File: src/rtl/lsu_pkg.sv
// Shared types and constants for the load/store unit.
package lsu_pkg;

  typedef enum logic [1:0] {
    IDLE,
    REQ,
    WAIT,
    RESP
  } lsu_state_e;

  localparam logic [2:0] F3_B  = 3'b000;
  localparam logic [2:0] F3_H  = 3'b001;
  localparam logic [2:0] F3_W  = 3'b010;
  localparam logic [2:0] F3_D  = 3'b011;
  localparam logic [2:0] F3_BU = 3'b100;
  localparam logic [2:0] F3_HU = 3'b101;
  localparam logic [2:0] F3_WU = 3'b110;

  // Width of the byte-lane offset within one XLEN-wide bus beat.
  function automatic int unsigned lane_off_w(input int unsigned xlen);
    return $clog2(xlen / 8);
  endfunction

endpackage

File: src/rtl/lsu_load_align.sv
// Load data lane selection followed by sign or zero extension to XLEN.
module lsu_load_align
  import lsu_pkg::*;
#(
  parameter int unsigned XLEN = 32
) (
  input  logic [XLEN-1:0]               rdata,
  input  logic [lane_off_w(XLEN)-1:0]   off,
  input  logic [2:0]                    funct3,
  output logic [XLEN-1:0]               data
);

  logic [XLEN-1:0] lane;

  always_comb begin
    lane = rdata >> {off, 3'b000};
    data = '0;
    case (funct3)
      F3_B:    data = XLEN'($signed(lane[7:0]));
      F3_H:    data = XLEN'($signed(lane[15:0]));
      F3_W:    data = XLEN'($signed(lane[31:0]));
      F3_D:    data = lane;
      F3_BU:   data = XLEN'(lane[7:0]);
      F3_HU:   data = XLEN'(lane[15:0]);
      F3_WU:   data = XLEN'(lane[31:0]);
      default: data = '0;
    endcase
  end

endmodule

File: src/rtl/lsu.sv
// Load/store unit: latches one core access, formats it for the memory bus,
// waits for grant / read data with a timeout, and returns a one-cycle response.
module lsu
  import lsu_pkg::*;
#(
  parameter int unsigned XLEN    = 32,
  parameter int unsigned ADDR_W  = 32,
  parameter int unsigned TIMEOUT = 16
) (
  input  logic              clk,
  input  logic              reset_n,
  input  logic              req_valid,
  output logic              req_ready,
  input  logic              req_we,
  input  logic [2:0]        req_funct3,
  input  logic [ADDR_W-1:0] req_addr,
  input  logic [XLEN-1:0]   req_wdata,
  output logic              resp_valid,
  output logic [XLEN-1:0]   resp_rdata,
  output logic              resp_err,
  output logic              mem_req,
  input  logic              mem_gnt,
  output logic              mem_we,
  output logic [ADDR_W-1:0] mem_addr,
  output logic [XLEN/8-1:0] mem_be,
  output logic [XLEN-1:0]   mem_wdata,
  input  logic              mem_rvalid,
  input  logic [XLEN-1:0]   mem_rdata
);

  localparam int unsigned OFF_W = lane_off_w(XLEN);
  localparam int unsigned BE_W  = XLEN / 8;
  localparam int unsigned CNT_W = $clog2(TIMEOUT + 1);

  lsu_state_e state, state_nxt;

  logic              we_q;
  logic [2:0]        f3_q;
  logic [ADDR_W-1:0] addr_q;
  logic [XLEN-1:0]   wdata_q;
  logic [XLEN-1:0]   rdata_q;
  logic              err_q;
  logic [CNT_W-1:0]  wait_cnt;

  logic              accept;
  logic              legal;
  logic              misaligned;
  logic              bad;
  logic              timeout;
  logic [OFF_W-1:0]  off_q;
  logic [XLEN-1:0]   load_data;
  logic [BE_W-1:0]   be_mask;
  logic [XLEN-1:0]   wdata_rep;

  assign req_ready = (state == IDLE) && reset_n;
  assign accept    = req_valid && req_ready;
  assign bad       = !legal || misaligned;
  assign off_q     = addr_q[OFF_W-1:0];
  assign timeout   = (wait_cnt == CNT_W'(TIMEOUT - 1));

  always_comb begin
    legal = 1'b0;
    if (req_we) begin
      case (req_funct3)
        F3_B, F3_H, F3_W: legal = 1'b1;
        F3_D:             legal = (XLEN == 64);
        default:          legal = 1'b0;
      endcase
    end else begin
      case (req_funct3)
        F3_B, F3_H, F3_W, F3_BU, F3_HU: legal = 1'b1;
        F3_D, F3_WU:                    legal = (XLEN == 64);
        default:                        legal = 1'b0;
      endcase
    end
  end

  always_comb begin
    misaligned = 1'b0;
    case (req_funct3[1:0])
      2'd1:    misaligned = req_addr[0];
      2'd2:    misaligned = |req_addr[1:0];
      2'd3:    misaligned = |req_addr[2:0];
      default: misaligned = 1'b0;
    endcase
  end

  always_ff @(posedge clk or negedge reset_n) begin
    if (!reset_n) state <= IDLE;
    else          state <= state_nxt;
  end

  always_comb begin
    state_nxt = state;
    case (state)
      IDLE:    if (accept) state_nxt = bad ? RESP : REQ;
      REQ:     if (mem_gnt) state_nxt = we_q ? RESP : WAIT;
      WAIT:    if (mem_rvalid || timeout) state_nxt = RESP;
      RESP:    state_nxt = IDLE;
      default: state_nxt = IDLE;
    endcase
  end

  always_ff @(posedge clk or negedge reset_n) begin
    if (!reset_n) begin
      we_q     <= 1'b0;
      f3_q     <= '0;
      addr_q   <= '0;
      wdata_q  <= '0;
      rdata_q  <= '0;
      err_q    <= 1'b0;
      wait_cnt <= '0;
    end else begin
      case (state)
        IDLE: begin
          if (accept) begin
            we_q    <= req_we;
            f3_q    <= req_funct3;
            addr_q  <= req_addr;
            wdata_q <= req_wdata;
            err_q   <= bad;
            rdata_q <= '0;
          end
        end
        REQ: begin
          if (mem_gnt && !we_q) wait_cnt <= '0;
        end
        WAIT: begin
          if (mem_rvalid) begin
            rdata_q <= load_data;
          end else if (timeout) begin
            err_q   <= 1'b1;
            rdata_q <= '0;
          end else begin
            wait_cnt <= wait_cnt + 1'b1;
          end
        end
        default: ;
      endcase
    end
  end

  always_comb begin
    case (f3_q[1:0])
      2'd0:    be_mask = BE_W'(8'h01);
      2'd1:    be_mask = BE_W'(8'h03);
      2'd2:    be_mask = BE_W'(8'h0F);
      default: be_mask = BE_W'(8'hFF);
    endcase
    case (f3_q[1:0])
      2'd0:    wdata_rep = {(XLEN/8){wdata_q[7:0]}};
      2'd1:    wdata_rep = {(XLEN/16){wdata_q[15:0]}};
      2'd2:    wdata_rep = {(XLEN/32){wdata_q[31:0]}};
      default: wdata_rep = wdata_q;
    endcase
  end

  // Bus fields are driven only while requesting, so they read zero in reset and idle.
  assign mem_req    = (state == REQ);
  assign mem_we     = mem_req && we_q;
  assign mem_addr   = mem_req ? {addr_q[ADDR_W-1:OFF_W], OFF_W'(0)} : '0;
  assign mem_be     = mem_req ? (be_mask << off_q) : '0;
  assign mem_wdata  = mem_we ? wdata_rep : '0;

  assign resp_valid = (state == RESP);
  assign resp_err   = resp_valid && err_q;
  assign resp_rdata = resp_valid ? rdata_q : '0;

  lsu_load_align #(
    .XLEN(XLEN)
  ) u_load_align (
    .rdata  (mem_rdata),
    .off    (off_q),
    .funct3 (f3_q),
    .data   (load_data)
  );

endmodule

File: config.mk
export PLATFORM = sky130hd
export DESIGN_NAME = lsu
export DESIGN_NICKNAME = d
export VERILOG_FILES = /design/src/rtl/lsu_pkg.sv /design/src/rtl/lsu_load_align.sv /design/src/rtl/lsu.sv
export SDC_FILE = /design/constraint.sdc
export NUM_CORES = 1
export LEC_CHECK = 0
export BUFFER_PORTS_ARGS = -buffer_cell sky130_fd_sc_hd__buf_2
export CORE_ASPECT_RATIO = 1.2
export CORE_UTILIZATION = 51
export DETAILED_ROUTE_END_ITERATION = 16
export PLACE_DENSITY_LB_ADDON = 0.1
export SKIP_CTS_REPAIR_TIMING = 1
export SLEW_MARGIN = 15
export SYNTH_ARGS = -nofsm -noshare
export SYNTH_HDL_FRONTEND = slang
export SYNTH_HIERARCHICAL = 1
export SYNTH_SLANG_ARGS = --single-unit
File: constraint.sdc
create_clock -name clk -period 2.5 [get_ports clk]
set_input_delay 0.25 -clock clk [delete_from_list [all_inputs] [get_ports clk]]
set_output_delay 0.25 -clock clk [all_outputs]
set_load 0.05 [all_outputs]
==> results.md, run 1 <==
- Of the total power, the share spent switching nets is 0.488.
- The maximum number of pins on one net before global-route repair is 70.
- In the routed layout, each cell is associated on average with a via count of 5.40.
- The worst slew margin relative to its limit is 0.588.
- The total routed wire length on the met1 layer is 6410 um.
- The slowest library cell on the worst path is sky130_fd_sc_hd__dfrtp_1.
- The number of clock sinks is 108.
- The routed via count is 5,279.
- For this configuration, the core starts out at a cell density of 0.529.
- Setup repair after global routing left no endpoint under its margin.
- The first detailed-routing pass took 4 iterations.
- Detailed placement ended at an HPWL of 11,500 um.
- The detailed router's first-iteration violation count is 212.
- Summing all multi-input logic gate instances after layout gives 3120 um^2.
- The prevailing post-synth register cell is sky130_fd_sc_hd__dfrtp_1.
- For this run, the number of Yosys warnings is 6.
- Static timing analysis puts the maximum clock frequency at 430 MHz.
- The critical path buffer and inverter count is 4.
- Detailed routing placed a total of 7890 um of wire on met2.
- The share of the cycle needed by the critical path after routing is 0.930.
- The initial antenna violation count was 1.
- The maximum count of clock buffers along a single path is 2.
- The internal portion of total power is 0.00516 W.
- In this run the count of I/O pins placed on the die edge is 210.
- In this run, placement finished with an instance count of 960.
- In the detailed route, the total length drawn on met3 is 1180 um.
- The final-report max-slew violation count is 0.
- The net switching power is 0.00492 W.
- For this run, the total global-route usage over all layers was measured as 0.259.
- The number of hold-slack violations in the final timing report was 0.
- Clock skew on the completed layout was measured at 0.00810 ns.
- For the finished layout, the period the worst path requires is 2.32 ns.
- The kind of end point of the critical path is a primary output.
- After detailed routing, the number of remaining DRC violations is 0.
- The die is 102 um wide.
- The mapped netlist covers 6180 um^2.
- Of the cells placed in the final design, the portion with a size suffix greater than 1 is 0.394.
- The worst min-delay path category is in -> reg.
- In this run the worst path has a maximum fanout of 25.
- The number of flops mapped to enable cells by yosys is 0.
- The filler-free cell count of the finished design is 978.
- The highest metal layer carrying signal wires in the routed design is met4.
- In this run the static leakage power is 3.85 nW.
- The CTS tree is done.
- In this run, CTS created clock tree buffers numbering 9.
- After detailed routing, the average wire length per cell comes to 16.1 um.
- In the synthesized netlist the async set-or-reset flop fraction comes to 1.00.
- From bottom edge to top edge, the die measures 123 um.
- The largest total area in the synthesized netlist belongs to sky130_fd_sc_hd__dfrtp_1.
- The clock network fraction of design power is 0.135.
- Clock latency on the worst-skew pair, taken at its later pin, is 0.34 ns.
- The most instantiated library cell after synthesis is sky130_fd_sc_hd__dfrtp_1.
- The via count of the first global-routing pass is 5,177.
- The placed instances occupy a cell area of 7340 um^2.
- The core box area is 11,700 um^2.
- Traced cell by cell, the critical path runs through inv_1 > ha_2 > buf_4 > buf_4 > and2_1 > buf_2.
- The first global-routing pass estimated 25,100 um of wire.
- In this run, synthesis produced a sequential element count of 108.
- The share of the Yosys chip area taken by registers is 0.438.
- The run finished with clean final reports.
- Ranked by instance count, the synthesized netlist is headed by sky130_fd_sc_hd__dfrtp_1, sky130_fd_sc_hd__mux2_2, sky130_fd_sc_hd__and2_1.
- The area overhead of the layout relative to synthesis is 23.7%.
- Fill cells in the final layout number 1,025.
- After routing the design area is 7640 um^2.
- In this design, the stage delay of the slowest critical-path cell is 0.43 ns.
- The H-tree depth is 3.
- The element type at the critical path start is a flop.
- The peak ir drop on the vdd network is 0.000689 V.
- In the final design database the tool counted 927 nets.
- The transition time at the pin with the least slew margin is 0.616 ns.
- Each instance of the synthesized netlist takes up on average 9.88 um^2.
- The startpoint-to-endpoint class of the critical path is reg -> out.
- The floorplan step defined a die boundary enclosing 12,600 um^2.
- The total of buffers placed on input and output ports is 207.
- In this run the power density over the cells is 1320 nW/um^2.
- The share of total power dissipated in sequential elements is 0.318.
- The post-detailed-routing wire length is 15,800 um.
- The initialized floorplan defines 43 standard-cell rows.
- The congestion estimate from routability-driven global placement came to 0.851.
- For the worst setup path, the data required time is 2.25 ns.
- After synthesis, the cell types taking the most area are sky130_fd_sc_hd__dfrtp_1, sky130_fd_sc_hd__mux2_2, sky130_fd_sc_hd__and2_1, sky130_fd_sc_hd__mux2i_1, sky130_fd_sc_hd__o21ai_0.
- The clock root buffer is sky130_fd_sc_hd__clkbuf_16.
- Once detail routing completed, the nets flagged for antenna violations numbered 0.
- The cell count after synthesis came out at 625.
- The register area is 2700 um^2.
- Clock-pin slew was measured on the worst setup and hold paths at 0.08 ns.
- Yosys mapped the design onto 49 distinct sky130hd cell types.
- The share of synthesized area in the top cell type comes to 0.438.
- Among the stages of the critical path, the cell type that occurs most often is sky130_fd_sc_hd__buf_4.
- The share of total power dissipated in combinational logic is 0.546.
- For the worst setup path, the data arrival time is 2.07 ns.
- The critical path's top delay family is buffers and inverters.
- The final setup violation count is 0.
- The tool flagged a number of max-cap violations equal to 0.
- The total grt overflow is 0.
## sequential cells by signal (all words and copies together) (netlist names)
name and count:
f3_q 3, rdata_q 32, state 2, wait_cnt 5
err_q 1, addr_q 32, we_q 1, wdata_q 32
## cells in the final DEF, fill, tap and decap left out, types with 2 or more instances in the layout
cell type / count
sky130_fd_sc_hd__mux2_2: 69
sky130_fd_sc_hd__ha_1: 6
sky130_fd_sc_hd__nor3_1: 3
sky130_fd_sc_hd__o21ai_0: 63
sky130_fd_sc_hd__inv_8: 2
sky130_fd_sc_hd__dfrtp_1: 107
sky130_fd_sc_hd__buf_4: 15
sky130_fd_sc_hd__a21o_1: 7
sky130_fd_sc_hd__conb_1: 2
sky130_fd_sc_hd__and3_1: 10
sky130_fd_sc_hd__a221oi_1: 2
sky130_fd_sc_hd__mux2i_1: 34
sky130_fd_sc_hd__a21oi_2: 4
sky130_fd_sc_hd__nor4b_1: 3
sky130_fd_sc_hd__nand2_1: 24
sky130_fd_sc_hd__inv_1: 41
sky130_fd_sc_hd__clkbuf_16: 9
sky130_fd_sc_hd__and2_1: 65
sky130_fd_sc_hd__o2bb2ai_1: 6
sky130_fd_sc_hd__clkinv_4: 2
sky130_fd_sc_hd__clkinvlp_4: 2
sky130_fd_sc_hd__nand3_1: 32
sky130_fd_sc_hd__nor2_1: 31
sky130_fd_sc_hd__a211oi_1: 17
sky130_fd_sc_hd__o21ai_1: 2
sky130_fd_sc_hd__buf_2: 206
sky130_fd_sc_hd__a21oi_1: 16
sky130_fd_sc_hd__nand3b_1: 2
sky130_fd_sc_hd__nor2b_1: 10
## kinds of logic after synthesis
logic type | Yosys count | synth area share
xor gates and xnor gates | 1 | 0.00142
adders and majority gates | 7 | 0.0142
muxes | 105 | 0.186
DFF | 108 | 0.438
buffers and inverters | 86 | 0.0632
and+or+nand+nor | 186 | 0.162
other | 1 | 0.000607
AOI/OAI and AO/OA | 131 | 0.135
## stage by stage
step	power, W	worst slack, ns	hold slack (ns)	utilization	TNS, ns
finish	0.0101	0.176	0.129	0.654	0
global route	0.0108	0.0366	0.121	0.654	0
CTS	0.0102	0.0403	-0.190	0.653	0
detailed placement	0.00874	0.272	0.191	0.628	0
global placement	0.00858	0.412	0.187	0.628	0
floorplan	0.00748	-0.141	-0.0456	-	-0.282
## layout make-up
class / instances / share of cell area
multi-input cells: 432 / 0.409
flip-flops and latches: 108 / 0.354
repair buffers: 223 / 0.154
clock buffers: 9 / 0.0295
well taps: 157 / 0.0257
inverters: 41 / 0.0202
clock inverters: 7 / 0.00786
diodes: 1 / 0.000328
## worst register-to-register path: stages, from the launching register on
cell,delay [ns]
sky130_fd_sc_hd__dfrtp_1,0.41
sky130_fd_sc_hd__ha_1,0.24
sky130_fd_sc_hd__and3_1,0.19
sky130_fd_sc_hd__ha_1,0.21
sky130_fd_sc_hd__nor2_1,0.39
sky130_fd_sc_hd__a211oi_4,0.11
sky130_fd_sc_hd__buf_4,0.31
sky130_fd_sc_hd__nand3_1,0.17
sky130_fd_sc_hd__o21ai_0,0.10
## per-layer routing
| layer | GRT usage | up-vias |
|---|---|---|
| li1 | - | 2537 |
| met1 | 0.306 | 2538 |
| met2 | 0.446 | 182 |
| met3 | 0.0718 | 22 |
| met4 | 0.0884 | 0 |
| met5 | 0 | - |
## worst paths after layout
check	slack, ns	startpoint	to	cells past startpoint
setup reg to reg	0.23	wait_cnt[0]$_DFFE_PN0P_	rdata_q[14]$_DFFE_PN0P_	8
min in group asynchronous	0.36	reset_n	rdata_q[6]$_DFFE_PN0P_	2
setup / recovery	0.18	state[1]$_DFFE_PN0P_	mem_addr[6]	6
max in group asynchronous	0.68	reset_n	addr_q[2]$_DFFE_PN0P_	4
hold reg to reg	0.49	wait_cnt[4]$_DFFE_PN0P_	wait_cnt[4]$_DFFE_PN0P_	2
hold / removal	0.13	req_addr[22]	addr_q[22]$_DFFE_PN0P_	2
## power by group through the flow
| stage | registers, W | logic, W | clock network [W] |
|---|---|---|---|
| 6_report | 0.00321 | 0.00551 | 0.00136 |
| 5_1_grt | 0.00332 | 0.00598 | 0.00145 |
| 4_1_cts | 0.00321 | 0.00554 | 0.00140 |
| 3_5_place_dp | 0.00324 | 0.00551 | 0 |
| 3_3_place_gp | 0.00318 | 0.00541 | 0 |
| 2_1_floorplan | 0.00293 | 0.00455 | 0 |
Power figures use the tool's default switching activity.
==> inputs of run 2 (changes only) <==
Settings changed: ABC_AREA from default to 1, CORE_UTILIZATION 51 to 52.
==> run 2 against run 1 <==
Non-clock buffer count decreased by 1. Synthesized cell count is 26% higher. Routed wire length down 1.0%. Largest cell class unchanged. Die area grew 2.1%. Worst setup slack gained 0.012 ns. Critical endpoint is now mem_be[1]. Global-route usage shrank 1.0 points. Fmax grew 0.51%. Largest power group unchanged. Utilization down 0.29 points. Highest routed layer unchanged. Via count increased by 8.3%. Worst hold slack gained 0.0015 ns. Total power increased by 1.6%.
==> results.md, run 2 <==
- The run finished with clean final reports.
- Of the post-synthesis cell area, the dominant cell type holds 0.420.
- VDD sags by at most 0.000937 V.
- Final hold analysis gives a worst-case slack of 0.131 ns.
- The clock root buffer is sky130_fd_sc_hd__clkbuf_16.
- The element type at the critical path start is a flop.
- Leaving out fill and tap cells, the most frequent cells in the layout are sky130_fd_sc_hd__nand2_1, sky130_fd_sc_hd__buf_2, sky130_fd_sc_hd__dfrtp_1.
- The number of design rule violations left after detail routing is 0.
- The final RePlAce weighted congestion is 0.884.
- The number of different library cells in the post-synthesis netlist is 36.
- The number of instances in the synthesized netlist is 787.
- After floorplanning, the core was sized to cover 12,100 um^2.
- sky130_fd_sc_hd__nand2_1 is the most common cell in the netlist.
- The share of synthesized flip-flops with an asynchronous set or reset is 1.00.
- Detailed placement ended at an HPWL of 11,400 um.
- After synthesis the cells add up to 6430 um^2.
- The share of the cycle needed by the critical path after routing is 0.925.
- The completed layout was analyzed and its total power is 0.0102 W.
- The worst setup path is captured at a primary output.
- The length of the first detailed-routing pass in iterations is 4.
- The post-place instance area is 7550 um^2.
- The number of hold-slack violations in the final timing report came to 0.
- The arithmetic-cell share of the synthesized area counting full adders, half adders and majority gates is 0.0136.
- The final layout contains 1,087 nets.
- For this design the static power due to leakage is 4.57 nW.
- Based on the critical path, the design can be clocked at up to 432 MHz.
- By area, the combinational part of the netlist is dominated by simple AND/OR/NAND/NOR gates.
- The repair_antennas step left the layout with diodes totalling 0.
- After synthesis, the share of cell area in mux cells is 0.0998.
- In this run the vertical extent of the chip is 124 um.
- Power spread over the standard cell area amounts to 1300 nW/um^2.
- The cell row count is 44.
- Headroom to the max-slew limit came out at 0.490.
- The insertion delay of the later-clocked pin in the worst-skew pair is 0.34 ns.
- Setup repair after global routing left no endpoint under its margin.
- The critical path is of the reg -> out type.
- The total global-route track usage is 0.248.
- By area the synthesized netlist is led by sky130_fd_sc_hd__dfrtp_1, sky130_fd_sc_hd__nand2_1, sky130_fd_sc_hd__mux2_2, sky130_fd_sc_hd__inv_1, sky130_fd_sc_hd__o21ai_2.
- The maximum number of pins on one net before global-route repair is 103.
- The total grt overflow is 0.
- Counting the buffers created by CTS gives 9.
- The H-tree depth is 3.
- The top-level port count is 210.
- The initial antenna violation count is 0.
- The longest clock path from root to sink contains 2 buffers.
- The portion of the post-synthesis area used by sequential elements is 0.420.
- In the synthesized netlist the dominant register cell turns out to be sky130_fd_sc_hd__dfrtp_1.
- The detailed router's first-iteration violation count is 301.
- The largest stage delay on the critical path is 0.42 ns.
- Measured along the x axis, the die boundary spans 104 um.
- The endpoint of the worst setup timing path is mem_be[1].
- The count of nets left with antenna violations once routing finished came out at 0.
- Relative to the synthesized area, the layout overhead comes to 22.1%.
- For this configuration, the core starts out at a cell density of 0.533.
- The area of the die is 12,800 um^2.
- After clock tree synthesis, the clock-pin slew on the worst setup and hold paths is 0.07 ns.
- Summing over every cut layer, the via total after detailed routing is 5,719.
- The number of flops mapped to enable cells by yosys is 0.
- Across the run, the number of max-cap violations was 0.
- The number of buffers and inverters on the critical path is 3.
- The end of the worst register-to-register path is rdata_q[24]$_DFFE_PN0P_.
- Leaving out fill and tap cells, the most frequent cell in the layout is sky130_fd_sc_hd__nand2_1.
- The post-detailed-routing wire length is 15,600 um.
- The via count of the first global-routing pass was 5,064.
- Of the cells placed in the final design, the portion with a size suffix greater than 1 is 0.388.
- The wire length per cell after detailed routing is 13.7 um.
- The wire length of the first global-routing pass is 25,200 um.
- Of the total synthesized cell area, the portion taken by AND, OR, NAND and NOR gates is 0.255.
- At the pin with the least slew margin, the transition time is 0.764 ns.
- The per-cell via count in the routed design is 5.01.
- The worst hold path begins at req_addr[14].
- The area of all placed cells without fillers is 7850 um^2.
- The signal on the critical path passes through inv_1 > ha_2 > buf_4 > o21ai_0 > nor2_1 > buf_2.
- The kind of cell with the highest combined delay along the critical path is buffers and inverters.
- The final-report max-slew violation count is 0.
- TritonCTS built the clock tree.
- Subtracting the final worst setup slack from the clock period gives 2.31 ns.
- The slowest stage of the critical path belongs to the cell sky130_fd_sc_hd__dfrtp_1.
- The area fraction in compound gates after synthesis is 0.103.
- Data arrives at the worst endpoint at 2.06 ns.
- Summed over all instances, the cell type with the most area after synthesis is sky130_fd_sc_hd__dfrtp_1.
- The largest driver fanout on the critical path is 34.
- The logic depth of the worst register-to-register path is 7.
- Summed over all failing endpoints, the final setup total negative slack is 0 ns.
- The register-to-register path setup slack is 0.59 ns.
- The average cell area after synthesis is 8.17 um^2.
- The synthesized-area fraction occupied by xor and xnor cells is 0.
- For the worst setup path, the data required time is 2.25 ns.
- The number of clock sinks is 108.
- The total of warnings raised by yosys is 6.
- The depth of the critical timing path with buffers and inverters included is 6.
- Setup violations remaining at the end of the flow were counted as 0.
- After synthesis, the most frequently instantiated cells are sky130_fd_sc_hd__nand2_1, sky130_fd_sc_hd__dfrtp_1, sky130_fd_sc_hd__inv_1.
- The min-delay analysis places its worst path in the category in -> reg.
- Between clock sinks in the finished design, the worst skew comes to 0.00777 ns.
- Port buffering added 207 buffers.
- Counting flops and latches in the post-synthesis netlist gives 108.
- The timing startpoint of the critical path is state[1]$_DFFE_PN0P_.
- The worst register-to-register path begins at addr_q[0]$_DFFE_PN0P_.
- In the final layout, the registers with the most flip-flops are addr_q: 32 flops, rdata_q: 32 flops, wdata_q: 32 flops.
## run 2: cell count changes after synthesis, sizes merged, moves of 7 or more
cell    change
nand2     +221
and2       -65
inv        +50
mux2i      -35
nor2       +32
a211oi     -18
nand3      +18
mux2       -13
buf        +11
and3       -10
clkbuf     -10
nor2b      -10
a21o        -7
o22ai       +7
## run 2: metal layers
layer	track usage	wire length [um]	vias to the layer above
li1	-	-	2859
met1	0.316	6540	2631
met2	0.417	7530	204
met3	0.0539	1150	25
met4	0.0969	401	0
met5	0	0	-
## run 2: metrics by stage
step | setup slack [ns] | cells | util
after floorplan | -0.232 | 788 | -
after detailed placement | 0.406 | 1124 | 0.626
after global routing | 0.0281 | 1141 | 0.651
after global placement | 0.501 | 1124 | 0.626
final | 0.188 | 1141 | 0.651
after CTS | 0.0167 | 1140 | 0.650
## run 2: cells by family after synthesis
family,after synthesis
adders and majority gates,7
other,1
AOI/OAI and AO/OA,100
muxes,57
buffers and inverters,138
DFF,108
and+or+nand+nor,376
## run 2: where the power goes
part           total [W]  leakage [nW]  internal, W  switching (W)
registers        0.00308          1.35      0.00255       0.000528
clock network    0.00136         0.141     0.000712       0.000648
logic            0.00580          3.08      0.00182        0.00399
## run 2: area by class of cell
type | instances | area (um^2)
Clock buffer | 10 | 239
Timing Repair Buffer | 222 | 1200
Sequential cell | 108 | 2700
Inverter | 92 | 354
Fill cell | 1150 | 4200
Multi-Input combinational cell | 542 | 3110
Tap cell | 161 | 201
Clock inverter | 6 | 46.3
## run 2: worst min path at each step
| stage | end | slack [ns] | cells after the start |
|---|---|---|---|
| 3_3_place_gp | rdata_q[15]$_DFFE_PN0P_ | 0.12 | 1 |
| 6_report | addr_q[14]$_DFFE_PN0P_ | 0.13 | 2 |
| 2_1_floorplan | addr_q[0]$_DFFE_PN0P_ | -0.05 | 0 |
| 4_1_cts | addr_q[10]$_DFFE_PN0P_ | -0.26 | 1 |
| 5_1_grt | addr_q[26]$_DFFE_PN0P_ | 0.13 | 2 |
| 3_5_place_dp | wait_cnt[0]$_DFFE_PN0P_ | 0.12 | 1 |
